--- src/rtl/kvs_pkg.sv ---
// kvs_pkg: shared types and constants for the key-value query path.
//   KEY_SIZE      flow key width
//   KVS_ID_W      packet tag width carried in the request struct
//   KVS_OP_*      operation codes presented on req_flag / in_flag
//   KVS_RSP_HIT   bit of the database response flags meaning "key found"
//   kvs_req_t     request payload (key, flag, id)
package kvs_pkg;

    localparam int unsigned KEY_SIZE = 96;
    localparam int unsigned KVS_ID_W = 8;

    localparam logic [3:0] KVS_OP_LOOKUP = 4'b0001;
    localparam logic [3:0] KVS_OP_INSERT = 4'b0010;
    localparam logic [3:0] KVS_OP_DELETE = 4'b0100;

    localparam int unsigned KVS_RSP_HIT = 0;

    typedef struct packed {
        logic [KEY_SIZE-1:0] key;
        logic [3:0]          flag;
        logic [KVS_ID_W-1:0] id;
    } kvs_req_t;

    // True when a database response reports a hit.
    function automatic logic rsp_is_hit(input logic [3:0] flag);
        return flag[KVS_RSP_HIT];
    endfunction

endpackage

--- src/rtl/kvs_tag_fifo.sv ---
// kvs_tag_fifo: in-order tag FIFO with first-word-fall-through head.
// Ports:
//   clk, rst        clock, asynchronous active-low reset
//   push, din       write din when not full
//   pop             drop head when not empty
//   head_c          current head word (valid while !empty_c)
//   empty_c         FIFO holds no entries
//   ready           registered "not full": 0 in reset, and stays 0 for the
//                   cycle in which a full FIFO is popped
module kvs_tag_fifo #(
    parameter int unsigned W     = 8,
    parameter int unsigned DEPTH = 16
) (
    input  logic         clk,
    input  logic         rst,
    input  logic         push,
    input  logic         pop,
    input  logic [W-1:0] din,
    output logic [W-1:0] head_c,
    output logic         empty_c,
    output logic         ready
);

    localparam int unsigned PW = $clog2(DEPTH);
    localparam int unsigned CW = PW + 1;

    logic [W-1:0]  mem_q [DEPTH];
    logic [PW-1:0] wr_ptr_q, wr_ptr_d;
    logic [PW-1:0] rd_ptr_q, rd_ptr_d;
    logic [CW-1:0] count_q, count_d;
    logic          ready_q, ready_d;
    logic          do_push_c, do_pop_c;

    // Pointer/occupancy update; pointers wrap naturally at DEPTH.
    always_comb begin
        do_push_c = push && (count_q != CW'(DEPTH));
        do_pop_c  = pop && (count_q != '0);
        wr_ptr_d  = wr_ptr_q;
        rd_ptr_d  = rd_ptr_q;
        count_d   = count_q;
        if (do_push_c) begin
            wr_ptr_d = wr_ptr_q + PW'(1);
        end
        if (do_pop_c) begin
            rd_ptr_d = rd_ptr_q + PW'(1);
        end
        if (do_push_c && !do_pop_c) begin
            count_d = count_q + CW'(1);
        end else if (do_pop_c && !do_push_c) begin
            count_d = count_q - CW'(1);
        end
        ready_d = (count_d != CW'(DEPTH));
    end

    always_ff @(posedge clk or negedge rst) begin
        if (!rst) begin
            wr_ptr_q <= '0;
            rd_ptr_q <= '0;
            count_q  <= '0;
            ready_q  <= 1'b0;
        end else begin
            wr_ptr_q <= wr_ptr_d;
            rd_ptr_q <= rd_ptr_d;
            count_q  <= count_d;
            ready_q  <= ready_d;
        end
    end

    // Storage needs no reset: only entries between the pointers are read.
    always_ff @(posedge clk) begin
        if (do_push_c) begin
            mem_q[wr_ptr_q] <= din;
        end
    end

    assign head_c  = mem_q[rd_ptr_q];
    assign empty_c = (count_q == '0);
    assign ready   = ready_q;

endmodule

--- src/rtl/kvs_query_tx.sv ---
// kvs_query_tx: issues parsed flow keys to the database as single-cycle
// query strobes and pairs each in-order database response with the packet
// tag that produced it.
// Ports:
//   clk, rst                     db_clk, asynchronous active-low reset
//   req_valid/ready/key/flag/id  query offer from the header parser
//   in_key/in_flag/in_valid      query strobe to the database
//   out_valid/out_flag           response strobe from the database
//   rsp_valid/id/flag/timeout    per-packet verdict strobe
//   err_orphan                   sticky: response with nothing outstanding
// Build option: define KVS_QUERY_TIMEOUT_EN to retire a head query that
// has waited TIMEOUT cycles and to discard its late response.
module kvs_query_tx #(
    parameter int unsigned KEY_SIZE = kvs_pkg::KEY_SIZE,
    parameter int unsigned ID_W     = 8,
    parameter int unsigned DEPTH    = 16,
    parameter int unsigned TIMEOUT  = 1024
) (
    input  logic                clk,
    input  logic                rst,
    input  logic                req_valid,
    output logic                req_ready,
    input  logic [KEY_SIZE-1:0] req_key,
    input  logic [3:0]          req_flag,
    input  logic [ID_W-1:0]     req_id,
    output logic [KEY_SIZE-1:0] in_key,
    output logic [3:0]          in_flag,
    output logic                in_valid,
    input  logic                out_valid,
    input  logic [3:0]          out_flag,
    output logic                rsp_valid,
    output logic [ID_W-1:0]     rsp_id,
    output logic [3:0]          rsp_flag,
    output logic                rsp_timeout,
    output logic                err_orphan
);

    import kvs_pkg::*;

    localparam int unsigned CW  = $clog2(DEPTH) + 1;
    localparam int unsigned PKW = kvs_pkg::KEY_SIZE;
    localparam int unsigned PIW = KVS_ID_W;

    // Elaboration-time parameter sanity check.
    if (DEPTH < 2 || (DEPTH & (DEPTH - 1)) != 0 || TIMEOUT < 2 || TIMEOUT > 65536) begin : g_bad_cfg
        $error("kvs_query_tx: DEPTH must be a power of two >= 2, TIMEOUT in 2..65536");
    end

    kvs_req_t            req_c;
    logic                push_c, pop_c, rsp_pop_c, tmo_pop_c;
    logic                fifo_ready, empty_c;
    logic [ID_W-1:0]     head_c;
    logic                stale_zero_c, tmo_hit_c;

    logic [KEY_SIZE-1:0] in_key_q, in_key_d;
    logic [3:0]          in_flag_q, in_flag_d;
    logic                in_valid_q, in_valid_d;
    logic                rsp_valid_q, rsp_valid_d;
    logic [ID_W-1:0]     rsp_id_q, rsp_id_d;
    logic [3:0]          rsp_flag_q, rsp_flag_d;
    logic                rsp_timeout_q, rsp_timeout_d;
    logic                err_orphan_q, err_orphan_d;

    kvs_tag_fifo #(
        .W     (ID_W),
        .DEPTH (DEPTH)
    ) u_tag_fifo (
        .clk     (clk),
        .rst     (rst),
        .push    (push_c),
        .pop     (pop_c),
        .din     (ID_W'(req_c.id)),
        .head_c  (head_c),
        .empty_c (empty_c),
        .ready   (fifo_ready)
    );

`ifdef KVS_QUERY_TIMEOUT_EN
    logic [CW-1:0] stale_q, stale_d;
    logic [15:0]   age_q, age_d;

    assign stale_zero_c = (stale_q == '0);
    assign tmo_hit_c    = !empty_c && (age_q == 16'(TIMEOUT - 1));

    // Stale count: one per timed-out query whose late response must be
    // dropped; a discard and a new timeout in the same cycle cancel out.
    always_comb begin
        stale_d = stale_q;
        if (out_valid && !stale_zero_c) begin
            stale_d = stale_q - CW'(1);
        end
        if (tmo_pop_c && (stale_d != '1)) begin
            stale_d = stale_d + CW'(1);
        end
        age_d = (pop_c || empty_c) ? 16'd0 : age_q + 16'd1;
    end

    always_ff @(posedge clk or negedge rst) begin
        if (!rst) begin
            stale_q <= '0;
            age_q   <= '0;
        end else begin
            stale_q <= stale_d;
            age_q   <= age_d;
        end
    end
`else
    assign stale_zero_c = 1'b1;
    assign tmo_hit_c    = 1'b0;
`endif

    // Accept, response pairing and verdict generation.
    always_comb begin
        req_c       = '{key: PKW'(req_key), flag: req_flag, id: PIW'(req_id)};
        push_c      = req_valid && fifo_ready;
        rsp_pop_c   = out_valid && stale_zero_c && !empty_c;
        tmo_pop_c   = tmo_hit_c && !rsp_pop_c;
        pop_c       = rsp_pop_c || tmo_pop_c;

        in_valid_d  = push_c;
        in_key_d    = in_key_q;
        in_flag_d   = in_flag_q;
        if (push_c) begin
            in_key_d  = KEY_SIZE'(req_c.key);
            in_flag_d = req_c.flag;
        end

        rsp_valid_d   = pop_c;
        rsp_timeout_d = tmo_pop_c;
        rsp_id_d      = rsp_id_q;
        rsp_flag_d    = rsp_flag_q;
        if (rsp_pop_c) begin
            rsp_id_d   = head_c;
            rsp_flag_d = out_flag;
        end else if (tmo_pop_c) begin
            rsp_id_d   = head_c;
            rsp_flag_d = 4'd0;
        end

        err_orphan_d = err_orphan_q || (out_valid && stale_zero_c && empty_c);
    end

    always_ff @(posedge clk or negedge rst) begin
        if (!rst) begin
            in_key_q      <= '0;
            in_flag_q     <= '0;
            in_valid_q    <= 1'b0;
            rsp_valid_q   <= 1'b0;
            rsp_id_q      <= '0;
            rsp_flag_q    <= '0;
            rsp_timeout_q <= 1'b0;
            err_orphan_q  <= 1'b0;
        end else begin
            in_key_q      <= in_key_d;
            in_flag_q     <= in_flag_d;
            in_valid_q    <= in_valid_d;
            rsp_valid_q   <= rsp_valid_d;
            rsp_id_q      <= rsp_id_d;
            rsp_flag_q    <= rsp_flag_d;
            rsp_timeout_q <= rsp_timeout_d;
            err_orphan_q  <= err_orphan_d;
        end
    end

    assign req_ready   = fifo_ready;
    assign in_key      = in_key_q;
    assign in_flag     = in_flag_q;
    assign in_valid    = in_valid_q;
    assign rsp_valid   = rsp_valid_q;
    assign rsp_id      = rsp_id_q;
    assign rsp_flag    = rsp_flag_q;
    assign rsp_timeout = rsp_timeout_q;
    assign err_orphan  = err_orphan_q;

endmodule

--- config.mk ---
export PLATFORM = sky130hd
export DESIGN_NAME = kvs_query_tx
export DESIGN_NICKNAME = d
export VERILOG_FILES = /design/src/rtl/kvs_pkg.sv /design/src/rtl/kvs_tag_fifo.sv /design/src/rtl/kvs_query_tx.sv
export SDC_FILE = /design/constraint.sdc
export NUM_CORES = 1
export LEC_CHECK = 0
export ABC_CLOCK_PERIOD_IN_PS = 4800
export BUFFER_PORTS_ARGS = -buffer_cell sky130_fd_sc_hd__buf_2
export CORE_UTILIZATION = 56
export CTS_BUF_LIST = sky130_fd_sc_hd__clkbuf_4 sky130_fd_sc_hd__clkbuf_8 sky130_fd_sc_hd__clkbuf_16
export DETAILED_ROUTE_END_ITERATION = 7
export PLACE_DENSITY_LB_ADDON = 0.08
export SETUP_SLACK_MARGIN = 0.05
export SLEW_MARGIN = 20
export SYNTH_ARGS = -nofsm -noshare
export SYNTH_HDL_FRONTEND = slang
export SYNTH_SLANG_ARGS = --single-unit
--- constraint.sdc ---
create_clock -name clk -period 4.8 [get_ports clk]
set_clock_uncertainty 0.05 [all_clocks]
set_input_delay 0.96 -clock clk [delete_from_list [all_inputs] [get_ports clk]]
set_output_delay 0.96 -clock clk [all_outputs]
set_load 0.05 [all_outputs]
# [Yosys cells after proc, flatten, opt, wreduce, memory -nomap -nowiden]
# Memory sizes are Yosys's and may differ from the RTL's. A register that Yosys moved wholly into a read port is not among the register bits.
# Index checks and enable logic that the tools add are counted.
# Widths: inputs -> output; s select.
[classes] addsub=4 muxes=4 reduce_logical=14 n_eq_ne=2
[ops] op="$mux 5" n=2
[ops] op="$ne 5x5->1 const B" n=2
[ops] op="$add 4x1->4 const B" n=2
[ops] op="$logic_and 1x1->1" n=7
[ops] op="$add 5x1->5 const B" n=1
[ops] op="$logic_not 5->1" n=1
[ops] op="$reduce_bool 5->1" n=1
[ops] op="$sub 5x1->5 const B" n=1
[ops] op="$logic_not 1->1" n=4
[ops] op="$mux 1" n=2
[ops] op="$logic_or 1x1->1" n=1
[word_totals] mem_count=1 output_inout_bits=117 mem_bits_rw=128 reg_bits=121
[memory_table] name="u_tag_fifo.mem_q" depth=16 width=8 rd=1 rd_ports_with_merged_regs=1 write_ports=1 line_no="kvs_tag_fifo.sv:27" text="logic [W-1:0] mem_q [DEPTH];"

# [Logic depth before layout (Yosys ltp)]
[depth] depth_word=8 mapped_depth=9

# [Hierarchy]
# Synthesis repeated with hierarchy kept, for this count alone.
[hier_totals] cells_unflattened=515 hier_area_um2=10415.0
[by_module_without_submodules] mod="kvs_tag_fifo" area_each_um2=5691.7 cells_per_inst=271 seq_area_each_um2=4194.0 n_inst=1
[by_module_without_submodules] mod="kvs_query_tx" area_each_um2=4723.3 cells_per_inst=244 seq_area_each_um2=2877.8 n_inst=1

# [Least setup slack after synthesis]
# Ideal clock, no wire load.
[synth_timing] path_kind="input port to flip-flop" from="input req_valid" to="memory u_tag_fifo.mem_q[7][0] (enable)" path_stages=6 setup_slack_ns=2.341 arrival_ns=2.077 setup_ns=0.332 path_cell_list="nand2_1 -> nor2_1 -> clkbuf_1 -> nand2_1 -> nor2_1 -> and2_1"
[synth_between] elab_chain_cells=4
[synth_lines] item="start, declared" line_no="kvs_query_tx.sv:21" text="input logic req_valid,"
[synth_lines] item="$logic_and 1x1->1" line_no="kvs_query_tx.sv:115" text="push_c = req_valid && fifo_ready;"
[synth_lines] item="$logic_and 1x1->1" line_no="kvs_tag_fifo.sv:36" text="do_push_c = push && (count_q != CW'(DEPTH));"
[synth_lines] item="$mux 1" line_no="kvs_tag_fifo.sv:71" text="if (do_push_c) begin"
[synth_lines] item="$mux 1 (implied by the code)" line_no="kvs_tag_fifo.sv:72" text="mem_q[wr_ptr_q] <= din;"
[synth_lines] item="end, declared" line_no="kvs_tag_fifo.sv:27"
# Every way passes these cells.

# [Worst setup path after layout]
[layout_timing] from="register u_tag_fifo.count_q[1]" to="memory u_tag_fifo.mem_q[6][1] (enable)"
[layout_between] elab_chain_cells=4
[layout_lines] item="start, declared" line_no="kvs_tag_fifo.sv:30" text="logic [CW-1:0] count_q, count_d;"
[layout_lines] item="start signal, assigned" line_no="kvs_tag_fifo.sv:64" text="count_q <= count_d;"
[layout_lines] item="$ne 5x5->1" line_no="kvs_tag_fifo.sv:36"
[layout_lines] item="$logic_and 1x1->1" line_no="kvs_tag_fifo.sv:36"
[layout_lines] item="$mux 1" line_no="kvs_tag_fifo.sv:71"
[layout_lines] item="$mux 1 (implied by the code)" line_no="kvs_tag_fifo.sv:72"
# Every way passes these cells.

==> flow_summary.json <==
{
  "result_of_the_run": "completed",
  "yosysSeqAreaShare_pct": 71.1,
  "share_of_the_synthesized_area_in_the_top_cell_type_pct": 38.6,
  "placement_rows": 48,
  "synth.yosys.warnings": 0,
  "floorplan.die.width_um": 135,
  "most-common-layout-cells": "buf_2, dfrtp_1, edfxtp_1",
  "synthesis.area_mm2": 0.00995,
  "slew_headroom_pct": 39.6,
  "drc": 0,
  "globalRoute.totalOverflow": 0,
  "synthesized_area_fraction_occupied_by_xor_and_xnor_cells_pct": 0.930,
  "crit_path_arrival_time_ps": 3020,
  "maximum_number_of_pins_on_one_net_before_global_route_repair": 71,
  "antenna_found_initial": 0,
  "diodes": 0,
  "synth-seq-cells": 257,
  "synthCells": 545,
  "crit_chain": "inv_1 -> ha_1 -> and4bb_2 -> nor2_1 -> nand2_1 -> nor2_1 -> and2_1",
  "clk_path_buf_depth": 3,
  "cts_setup_buffers": 0,
  "gp_congestion": 0.804,
  "avgViaCountPerCell": 5.47,
  "post_drt_wl_per_cell_um": 19.8,
  "die-height_um": 135,
  "clock_pin_slew_reported_for_the_worst_setup_and_hold_paths_after_clock_tree_synthesis_ps": 60,
  "number_of_global_route_vias_before_repair": 5788,
  "floorplan.core_area_mm2": 0.0173,
  "setup_slack_ps": 1890,
  "min_period_over_period_pct": 60.6,
  "numClockSinks": 257,
  "final_layout_size_suffix_gt1_share_pct": 52.5,
  "p_per_area_mw_per_mm2": 571,
  "final_period_minus_worst_setup_slack_ps": 2910,
  "grtUsageTotal_pct": 22.6,
  "post_synth_and_or_nand_nor_area_fraction_pct": 3.29,
  "yosysUniqueCellTypes": 40,
  "timing.final.hold_violations": 0,
  "num-nets-final": 905,
  "drt-total-wl_um": 20300,
  "rsz0062_at_grt": "no",
  "instances_no_fill": 1025,
  "critPathBufInv": 1,
  "most_common_library_cell_in_the_layout_ignoring_fill_and_taps": "buf_2",
  "clock_latency_of_the_later_clocked_register_in_the_worst_skew_pair_ps": 510,
  "final_max_slew_viol_count": 0,
  "dr.first_iter.drc_count": 334,
  "cts_inserted_buffers": 26,
  "max_stage_delay_ps": 690,
  "maxClockFrequency_mhz": 344,
  "areaGrowthSynthToFinish_pct": 22.5,
  "synth.top_cells.by_area": "edfxtp_1, dfrtp_1, mux2_2, mux4_2, mux2i_1",
  "max_cap_viol_count": 0,
  "drtPass1Iterations": 4,
  "path_class": "register to register",
  "grt_first_pass_wirelength_um": 31500,
  "finalCoreUtilization_pct": 70.5,
  "power.static_leakage_nw": 5.10,
  "setup_viol": 0,
  "cp_max_fo": 14,
  "critPathTopFamily": "simple AND/OR/NAND/NOR gates",
  "ctsResizeCount": 0,
  "place_inst": 979,
  "worstPathRequired_ps": 4910,
  "cts_max_level": 1,
  "synth_area_per_cell_um2": 18.3,
  "io_pins": 233,
  "post_synth_fa_ha_maj_area_fraction_pct": 0.981,
  "power.ir.vdd_worst_mv": 0.372,
  "io_buffer_count": 231,
  "clock-root-buffer": "clkbuf_16",
  "synth_area_in_compound_gates_pct": 2.01,
  "cp-start-kind": "register",
  "max_slew.worst_pin.slew_ps": 903,
  "main_combinational_cell_family_by_area_after_synthesis": "multiplexers",
  "largest_area_contributor_in_the_synthesized_netlist": "edfxtp_1",
  "vias_after_detailed_routing": 5610,
  "dpl.hpwl_um": 14300,
  "finalSetupTns_ps": 0,
  "start_util_pct": 57.5,
  "cp_common_cell": "nor2_1",
  "power_mw": 6.97,
  "die_area_mm2": 0.0183,
  "setup_crit_end_kind": "register",
  "antenna_left": 0,
  "cts-hold-fix-buffers": 0,
  "detailedPlace.worstSlack_ps": 1460,
  "cts_tree": "built",
  "postSynthNetCount": 668,
  "post_synth_mux_area_share_pct": 20.2,
  "worst_hold_path_type": "register to register",
  "critPathSlowestCell": "nor2_1"
}
-- sequential cells by signal (all words and copies together) (netlist names) --
register	cells
rsp_valid	1
u_tag_fifo.count_q	5
in_flag	4
u_tag_fifo.mem_q	128
in_valid	1
rsp_id	8
u_tag_fifo.ready	1
rsp_flag	4
u_tag_fifo.rd_ptr_q	4
err_orphan	1
in_key	96
u_tag_fifo.wr_ptr_q	4
-- final timing paths --
kind,from,endpoint,slack (ps),cells past startpoint
setup / recovery,u_tag_fifo.count_q[1]$_DFF_PN0_,u_tag_fifo.mem_q[6][1]$_DFFE_PP_,1890,7
hold reg to reg,rsp_flag[1]$_DFFE_PN0P_,rsp_flag[1]$_DFFE_PN0P_,420,2
setup reg to reg,u_tag_fifo.count_q[1]$_DFF_PN0_,u_tag_fifo.mem_q[6][1]$_DFFE_PP_,1890,7
min in group asynchronous,rst,in_key[80]$_DFFE_PN0P_,480,1
hold / removal,rsp_flag[1]$_DFFE_PN0P_,rsp_flag[1]$_DFFE_PN0P_,420,2
max in group asynchronous,rst,u_tag_fifo.rd_ptr_q[0]$_DFFE_PN0P_,3370,2
-- synthesized netlist by cell type --
library cell,n
buf_1,1
or4_1,2
mux4_2,32
buf_2,4
xnor2_1,8
or4b_4,1
mux2i_1,16
a41o_1,1
a31oi_1,1
and4_1,4
buf_4,1
inv_1,7
nand4_1,2
a21oi_4,1
mux2_2,100
edfxtp_1,128
inv_4,1
a21oi_1,1
o21ai_0,3
clkbuf_1,20
ha_1,7
nor3b_1,1
buf_6,1
nor3_1,2
nor2b_1,1
nand2_1,24
a21o_1,10
xnor3_1,1
and4bb_2,1
conb_1,1
and2_1,12
o22ai_1,9
nor2_1,3
dfrtp_1,129
nand3_1,3
a211oi_1,1
nand2_4,1
maj3_1,1
a2111oi_0,1
nand2b_1,2
-- tightest hold or removal path: stages, from the launching register on --
cell	delay, ps
dfrtp_1	340
nand2_1	50
nand2_1	50
-- through the flow --
step / hold WS, ps / cell area, um2
floorplan: 408 / 9950
global placement: 400 / 11300
detailed placement: 407 / 11300
CTS: 423 / 12200
global route: 449 / 12200
finish: 420 / 12200
-- cell families after synthesis --
logic type,count (synthesis)
buf+inv,35
xor+xnor,9
other cells,1
fa+ha+maj,8
simple gates,59
flops,257
mux,148
compound gates,28
-- routing by layer --
| layer | wire length (um) | track usage [%] |
|---|---|---|
| met1 | 7990 | 30.3 |
| met2 | 10300 | 38.0 |
| met3 | 1640 | 4.30 |
| met4 | 333 | 6.55 |
| met5 | 0 | 0 |
-- cell type report --
| class | instances | area (um2) |
|---|---|---|
| multi-input combinational | 253 | 2730 |
| timing repair buffer | 236 | 1210 |
| clock buffer | 32 | 719 |
| clock inverter | 14 | 148 |
| tap | 225 | 282 |
| fill | 1153 | 5100 |
| inverter | 8 | 33.8 |
| sequential | 257 | 7070 |
-- report_power, final --
part	internal (mW)	total [mW]	switching (mW)
combinational	0.765	2.05	1.29
clock	1.22	2.01	0.786
sequential	2.65	2.90	0.251
total	4.64	6.97	2.33
Note: power is estimated with default switching activity, not from simulation.
